**src/rtl/seq_mul_param.sv**
```systemverilog
// Parametrised shift-and-add multiplier with valid/ready handshakes on both sides.
// Define SEQ_MUL_SIGNED_EN to honour signed_op_i (two's-complement via magnitude and final negate).
module seq_mul_param #(
    parameter int unsigned WIDTH = 8
) (
    input  logic                 clk_i,
    input  logic                 rst_ni,
    input  logic                 in_valid_i,
    output logic                 in_ready_o,
    input  logic [WIDTH-1:0]     mul_a_i,
    input  logic [WIDTH-1:0]     mul_b_i,
    input  logic                 signed_op_i,
    output logic                 out_valid_o,
    input  logic                 out_ready_i,
    output logic [2*WIDTH-1:0]   product_o,
    output logic                 busy_o
);
    localparam int unsigned CNT_W = $clog2(WIDTH + 1);
    localparam int unsigned PW    = 2 * WIDTH;

    typedef enum logic [1:0] {
        StIdle = 2'b00,
        StCalc = 2'b01,
        StDone = 2'b10
    } state_e;

    state_e             state_q, state_d;
    logic [WIDTH-1:0]   a_q, a_d;
    logic [PW-1:0]      b_q, b_d;
    logic [PW-1:0]      acc_q, acc_d;
    logic [CNT_W-1:0]   cnt_q, cnt_d;
    logic               neg_q, neg_d;
    logic [PW-1:0]      prod_q, prod_d;
    logic               out_valid_q, out_valid_d;

    logic [WIDTH-1:0]   mag_a, mag_b;
    logic               neg_in;
    logic [PW-1:0]      acc_next;
    logic               last_iter;

`ifdef SEQ_MUL_SIGNED_EN
    // Magnitude of the most negative value wraps to itself, which is correct read as unsigned.
    always_comb begin
        mag_a  = (signed_op_i && mul_a_i[WIDTH-1]) ? -mul_a_i : mul_a_i;
        mag_b  = (signed_op_i && mul_b_i[WIDTH-1]) ? -mul_b_i : mul_b_i;
        neg_in = signed_op_i && (mul_a_i[WIDTH-1] ^ mul_b_i[WIDTH-1]);
    end
`else
    logic unused_signed_op;
    assign unused_signed_op = signed_op_i;
    assign mag_a  = mul_a_i;
    assign mag_b  = mul_b_i;
    assign neg_in = 1'b0;
`endif

    assign acc_next  = a_q[0] ? (acc_q + b_q) : acc_q;
    assign last_iter = (cnt_q == CNT_W'(WIDTH - 1));

    always_comb begin
        state_d     = state_q;
        a_d         = a_q;
        b_d         = b_q;
        acc_d       = acc_q;
        cnt_d       = cnt_q;
        neg_d       = neg_q;
        prod_d      = prod_q;
        out_valid_d = out_valid_q;

        case (state_q)
            StIdle: begin
                if (in_valid_i) begin
                    a_d     = mag_a;
                    b_d     = {{WIDTH{1'b0}}, mag_b};
                    acc_d   = '0;
                    cnt_d   = '0;
                    neg_d   = neg_in;
                    state_d = StCalc;
                end
            end
            StCalc: begin
                acc_d = acc_next;
                a_d   = a_q >> 1;
                b_d   = b_q << 1;
                cnt_d = cnt_q + CNT_W'(1);
                if (last_iter) begin
`ifdef SEQ_MUL_SIGNED_EN
                    prod_d = neg_q ? -acc_next : acc_next;
`else
                    prod_d = acc_next;
`endif
                    out_valid_d = 1'b1;
                    state_d     = StDone;
                end
            end
            StDone: begin
                if (out_ready_i) begin
                    out_valid_d = 1'b0;
                    state_d     = StIdle;
                end
            end
            default: begin
                state_d     = StIdle;
                a_d         = '0;
                b_d         = '0;
                acc_d       = '0;
                cnt_d       = '0;
                neg_d       = 1'b0;
                out_valid_d = 1'b0;
            end
        endcase
    end

    always_ff @(posedge clk_i or negedge rst_ni) begin
        if (!rst_ni) begin
            state_q     <= StIdle;
            a_q         <= '0;
            b_q         <= '0;
            acc_q       <= '0;
            cnt_q       <= '0;
            neg_q       <= 1'b0;
            prod_q      <= '0;
            out_valid_q <= 1'b0;
        end else begin
            state_q     <= state_d;
            a_q         <= a_d;
            b_q         <= b_d;
            acc_q       <= acc_d;
            cnt_q       <= cnt_d;
            neg_q       <= neg_d;
            prod_q      <= prod_d;
            out_valid_q <= out_valid_d;
        end
    end

    assign in_ready_o  = (state_q == StIdle);
    assign busy_o      = (state_q != StIdle);
    assign out_valid_o = out_valid_q;
    assign product_o   = prod_q;

endmodule

```
**config.mk**
```make
export PLATFORM = sky130hd
export DESIGN_NAME = seq_mul_param
export DESIGN_NICKNAME = d
export VERILOG_FILES = /design/src/rtl/seq_mul_param.sv
export SDC_FILE = /design/constraint.sdc
export NUM_CORES = 1
export LEC_CHECK = 0
export CAP_MARGIN = 0
export CORE_MARGIN = 3
export CORE_UTILIZATION = 45
export DETAILED_ROUTE_END_ITERATION = 8
export GPL_TIMING_DRIVEN = 0
export PLACE_DENSITY = 0.69
export SYNTH_ARGS = -nofsm -noshare
export SYNTH_HDL_FRONTEND = slang
export SYNTH_SLANG_ARGS = --single-unit
```
**constraint.sdc**
```tcl
create_clock -name clk_i -period 3.2 [get_ports clk_i]
set_clock_uncertainty 0.15 [all_clocks]
set_input_delay 0.64 -clock clk_i [delete_from_list [all_inputs] [get_ports clk_i]]
set_output_delay 0.64 -clock clk_i [all_outputs]
set_load 0.05 [all_outputs]
```
# Yosys cells after proc, flatten, opt, wreduce, memory -nomap -nowiden
# Cells that the tools add are included.
dict set report op_classes {
  addsub 2
  multipliers 0
  div_mod_pow 0
  order_cmp 0
  n_eq_ne 6
  shift 0
  n_mux 16
  bitwise_logic 2
  n_reduce_logical 6
}
# operator n
set ops {}
lappend ops {{$pmux W16 S3} 2}
lappend ops {{$mux W16} 3}
lappend ops {{$pmux W8 S3} 1}
lappend ops {{$add A16 B16 Y16} 1}
lappend ops {{$pmux W4 S3} 1}
lappend ops {{$mux W8} 1}
lappend ops {{$mux W2} 3}
lappend ops {{$ne A2 B2 Y1 const B} 3}
lappend ops {{$pmux W2 S3} 1}
lappend ops {{$reduce_and A3 Y1} 2}
lappend ops {{$add A4 B1 Y4 const B} 1}
lappend ops {{$eq A4 B3 Y1 const B} 1}
lappend ops {{$mux W4} 1}
lappend ops {{$reduce_and A2 Y1} 2}
lappend ops {{$pmux W1 S3} 1}
lappend ops {{$eq A2 B1 Y1 const B} 1}
lappend ops {{$eq A2 B2 Y1 const B} 1}
lappend ops {{$logic_not A2 Y1} 1}
lappend ops {{$mux W1} 2}
lappend ops {{$not A1 Y1} 2}
lappend ops {{$reduce_bool A2 Y1} 1}
dict set report totals {
  ff_bits 63
  latchBits 0
  ramBits 0
  rom_bits 0
  in_bits 21
  output_inout_bits 19
  wordCells 39
  n_memories 0
}

# Depth between registers and ports, before layout
dict set report logic_depth {
  depth_word 3
  mapped_depth 9
  mapped_depth_nobuf 9
}

# Least setup slack after synthesis
# No wires, ideal clock.
dict set report synth_timing {
  kind {reg-to-reg}
  startpoint {reg b_q[0]}
  endpoint {reg prod_q[10] (netlist: product_o[10])}
  setup_time_ps 135
  arrival_ps 2016
  required_time_ps 2915
  slack_ps 899
  stages_incl_launch_ff 10
  n_path_buf 0
  synth_period_minus_slack_ps 2301
  path_cell_list {dfrtp_1 > ha_1 > fa_1 > a21oi_1 > o21ai_1 > a211oi_1 > o21ai_0 > xnor2_1 > mux2i_1 > o21ai_0}
}
dict set report synth_between {
  elab_chain_len 2
}
# item line
set synth_rtl {}
lappend synth_rtl {{from (decl)} 29} ;# logic [PW-1:0] b_q, b_d;
lappend synth_rtl {{from (signal assigned)} 117} ;# b_q <= '0;
lappend synth_rtl {{from (signal assigned)} 126} ;# b_q <= b_d;
lappend synth_rtl {{$add A16 B16 Y16} 56} ;# assign acc_next = a_q[0] ? (acc_q + b_q) : acc_q;
lappend synth_rtl {{$mux W16} 56}
lappend synth_rtl {{to (signal assigned)} 130} ;# prod_q <= prod_d;
lappend synth_rtl {{to (decl)} 33} ;# logic [PW-1:0] prod_q, prod_d;
# No other way between the ends.
# A chain may end at the register's enable or synchronous reset.

# Worst setup path in the final report
dict set report layout_timing {
  startpoint {reg state_q[0]}
  endpoint {out in_ready_o}
}
dict set report layout_between {
  elab_chain_len 1
}
# item line
set layout_rtl {}
lappend layout_rtl {{from (decl)} 27} ;# state_e state_q, state_d;
lappend layout_rtl {{from (signal assigned)} 115} ;# state_q <= StIdle;
lappend layout_rtl {{from (signal assigned)} 124} ;# state_q <= state_d;
lappend layout_rtl {{$logic_not A2 Y1} 135} ;# assign in_ready_o = (state_q == StIdle);
lappend layout_rtl {{to (decl)} 9} ;# output logic in_ready_o,
# No other way between the ends.

==> impl_metrics.env <==
export IMPL_worstMarginPinSlew_ps=661
export IMPL_cts_repair_timing_setup_buffer_count=0
export IMPL_start_util_pct=47.0
export IMPL_max_slew_headroom_pct=55.9
export IMPL_post_synth_inst_count=358
export IMPL_first_global_vias=2710
export IMPL_yosysWarningCount=0
export IMPL_grtUsageMet3_pct=4.02
export IMPL_run_status="complete, no violations"
export IMPL_unrepaired_setup_endpoints_after_global_routing="no"
export IMPL_vdd_ir_drop_max_uv=554
export IMPL_timing_hold_worst_class="input port to asynchronous set/reset pin"
export IMPL_numCtsBuffers=9
export IMPL_area_delta_synth_final_pct=19.8
export IMPL_num_nets_final=446
export IMPL_synth_enable_flop_cells=0
export IMPL_track_usage_pct=20.3
export IMPL_finalCriticalPeriod_ps=3020
export IMPL_synth_seq_area_share_pct=45.8
export IMPL_timing_final_setup_violations=0
export IMPL_timing_max_transition_violations_final=0
export IMPL_detailroute_via_count=2787
export IMPL_placement_setup_worst_slack_ps=552
export IMPL_die_w_um=93.5
export IMPL_global_route_peak_usage_layer="met2"
export IMPL_cts_clk_slew_worst_paths_ps=70
export IMPL_hold_slack_ps=110
export IMPL_synthesis_area_per_instance_um2=9.63
export IMPL_hpwl_um=5880
export IMPL_global_route_overflow_total=0
export IMPL_placement_io_buffers=38
export IMPL_share_of_layout_cells_above_drive_strength_1_pct=7.79
export IMPL_drc_errors=0
export IMPL_htree_levels=3
export IMPL_dpl_instance_area_um2=3970
export IMPL_yosys_register_bits=63
export IMPL_floorplan_io_pins=40
export IMPL_ys_types=48
export IMPL_core_rowCount=31
export IMPL_total_power_mw=3.96
export IMPL_power_density_nw_per_um2=959
export IMPL_number_of_fillers_in_the_final_layout=653
export IMPL_drt_initial_drc_count=101
export IMPL_max_clock_path_buffers=2
export IMPL_dr_pass1_iters=4
export IMPL_gp_routability_congestion=0.883
export IMPL_antenna_found_initial=0
export IMPL_grt_first_pass_wirelength_um=13700
export IMPL_critical_path_class="flip-flop to output pin"
export IMPL_cts_sink_count=63
export IMPL_ys_dominant_reg_cell="sky130_fd_sc_hd__dfrtp_1"
export IMPL_power_leakage_nw=1.91
export IMPL_finalHoldViolations=0
export IMPL_chipHeight_um=93.5
export IMPL_final_area_um2=4130
export IMPL_design_die_area_um2=8740
export IMPL_worst_skew_pair_late_latency_ps=350
export IMPL_cts_hold_fix_buffers=0
export IMPL_synthArstFlopShare_pct=100
export IMPL_fmax_mhz=332
export IMPL_synth_area_um2=3450
export IMPL_tritoncts="done"
export IMPL_worst_setup_sp_type="flip-flop"
export IMPL_critical_path_peak_fanout=10
export IMPL_route_final_wire_length_um=8150
export IMPL_grtUsageMet2_pct=32.6
export IMPL_setup_slack_ps=184
export IMPL_antenna_cells_inserted=0
export IMPL_use_met1_pct=27.3
export IMPL_postCtsResizedCells=0
export IMPL_via_count_normalized_by_instance_count=5.46
export IMPL_fin_crit_sh_pct=94.2
export IMPL_grt_max_degree=42
export IMPL_drv_max_cap_violation_count=0
export IMPL_clock_tree_root_cell="sky130_fd_sc_hd__clkbuf_8"
export IMPL_synthesis_nets=396
export IMPL_ant_nets=0
export IMPL_wire_per_inst_um=16.0
export IMPL_crit_path_end_kind="output pin"
export IMPL_timing_critical_path_arrival_ps=2230
export IMPL_core_area_um2=7330
export IMPL_worst_ep_required_time_ps=2410
where the power goes:
group	internal (mW)	leakage [nW]	switching (mW)
Clock	0.314	0.0854	0.304
Sequential	1.10	0.837	0.249
Combinational	0.767	0.986	1.22
Total	2.18	1.91	1.78
cells in the mapped netlist (5+ instances only):
cell,instances,share of area (%)
sky130_fd_sc_hd__nand2_1,55,6.0
sky130_fd_sc_hd__inv_1,5,0.54
sky130_fd_sc_hd__a22o_1,22,5.6
sky130_fd_sc_hd__clkbuf_1,10,1.1
sky130_fd_sc_hd__buf_2,6,0.87
sky130_fd_sc_hd__xor2_1,6,1.5
sky130_fd_sc_hd__xnor2_1,7,1.8
sky130_fd_sc_hd__o21ai_0,43,6.2
sky130_fd_sc_hd__ha_1,16,5.8
sky130_fd_sc_hd__nor2_1,21,2.3
sky130_fd_sc_hd__dfrtp_1,63,46
sky130_fd_sc_hd__a21oi_1,21,3.1
sky130_fd_sc_hd__mux2i_1,17,4.9
path summary, 6_finish.rpt:
check	from	to	slack, ps	depth (start not counted)
worst max-delay path	state_q[0]$_DFFE_PN0P_	in_ready_o	180	4
worst min-delay path	rst_ni	acc_q[11]$_DFFE_PN0P_	110	1
worst max register to register	b_q[0]$_DFFE_PN0P_	product_o[10]$_DFFE_PN0P_	590	9
worst min register to register	product_o[5]$_DFFE_PN0P_	product_o[5]$_DFFE_PN0P_	330	2
max in group asynchronous	rst_ni	product_o[15]$_DFFE_PN0P_	2180	2
min in group clk_i	product_o[5]$_DFFE_PN0P_	product_o[5]$_DFFE_PN0P_	330	2
flip-flops by register name, indices dropped and copies added, names as in the netlist:
register,flops
acc_q,16
b_q,16
product_o,16
a_q,8
cnt_q,4
state_q,2
out_valid_o,1
metal layers:
metal | wire length, um | share of wire (%)
met5 | 0 | 0
met1 | 3920 | 48
met4 | 132 | 1.6
met2 | 3770 | 46
met3 | 323 | 4.0
kinds of logic after synthesis:
group | count (synthesis) | synth area share [%]
adders and majority gates | 17 | 6.39
muxes | 18 | 5.26
DFF | 63 | 45.8
AOI/OAI and AO/OA | 117 | 22.5
buffers and inverters | 25 | 2.94
and+or+nand+nor | 105 | 13.8
xor gates and xnor gates | 13 | 3.30
cell type report:
cell class | count | area (um2) | area share, %
tap | 99 | 124 | 3.00
multi-input combinational | 270 | 1770 | 42.8
inverter | 5 | 18.8 | 0.455
clock buffer | 13 | 159 | 3.85
clock inverter | 1 | 5.00 | 0.121
timing repair buffer | 39 | 395 | 9.58
sequential | 63 | 1580 | 38.2
buffer | 20 | 82.6 | 2.00
worst max-delay path: stages (launching register included):
cell	delay, ps
sky130_fd_sc_hd__dfrtp_1	420
sky130_fd_sc_hd__clkbuf_1	260
sky130_fd_sc_hd__or2_2	350
sky130_fd_sc_hd__inv_1	60
sky130_fd_sc_hd__clkdlybuf4s50_1	790
cell usage in the layout (no fill, tap or decap), types with 2 or more instances in the layout:
cell                              instances
sky130_fd_sc_hd__a21o_1                   4
sky130_fd_sc_hd__a21oi_1                 21
sky130_fd_sc_hd__a21oi_2                  2
sky130_fd_sc_hd__a22o_1                  22
sky130_fd_sc_hd__a22oi_1                  3
sky130_fd_sc_hd__a31oi_1                  4
sky130_fd_sc_hd__and2_1                   2
sky130_fd_sc_hd__and3_2                   2
sky130_fd_sc_hd__buf_1                    4
sky130_fd_sc_hd__buf_2                    7
sky130_fd_sc_hd__clkbuf_1                12
sky130_fd_sc_hd__clkbuf_8                11
sky130_fd_sc_hd__clkdlybuf4s50_1         37
sky130_fd_sc_hd__dfrtp_1                 63
sky130_fd_sc_hd__ha_1                    16
sky130_fd_sc_hd__inv_1                    5
sky130_fd_sc_hd__mux2i_1                 17
sky130_fd_sc_hd__nand2_1                 55
sky130_fd_sc_hd__nand2b_1                 4
sky130_fd_sc_hd__nand3_1                  4
sky130_fd_sc_hd__nand3b_1                 2
sky130_fd_sc_hd__nor2_1                  21
sky130_fd_sc_hd__nor2b_1                  3
sky130_fd_sc_hd__nor3_1                   3
sky130_fd_sc_hd__o21a_1                   2
sky130_fd_sc_hd__o21ai_0                 43
sky130_fd_sc_hd__o21ai_1                  2
sky130_fd_sc_hd__o21bai_1                 4
sky130_fd_sc_hd__or2_2                    2
sky130_fd_sc_hd__xnor2_1                  7
sky130_fd_sc_hd__xor2_1                   6
through the flow:
step,cells,setup TNS [ps],util [%]
final,510,0,56.3
after global routing,510,0,56.3
after CTS,510,0,56.3
after detailed placement,496,0,54.1
after global placement,495,-43850,53.9
after floorplan,358,0,-
No activity file was read; power rests on OpenSTA's default activity.
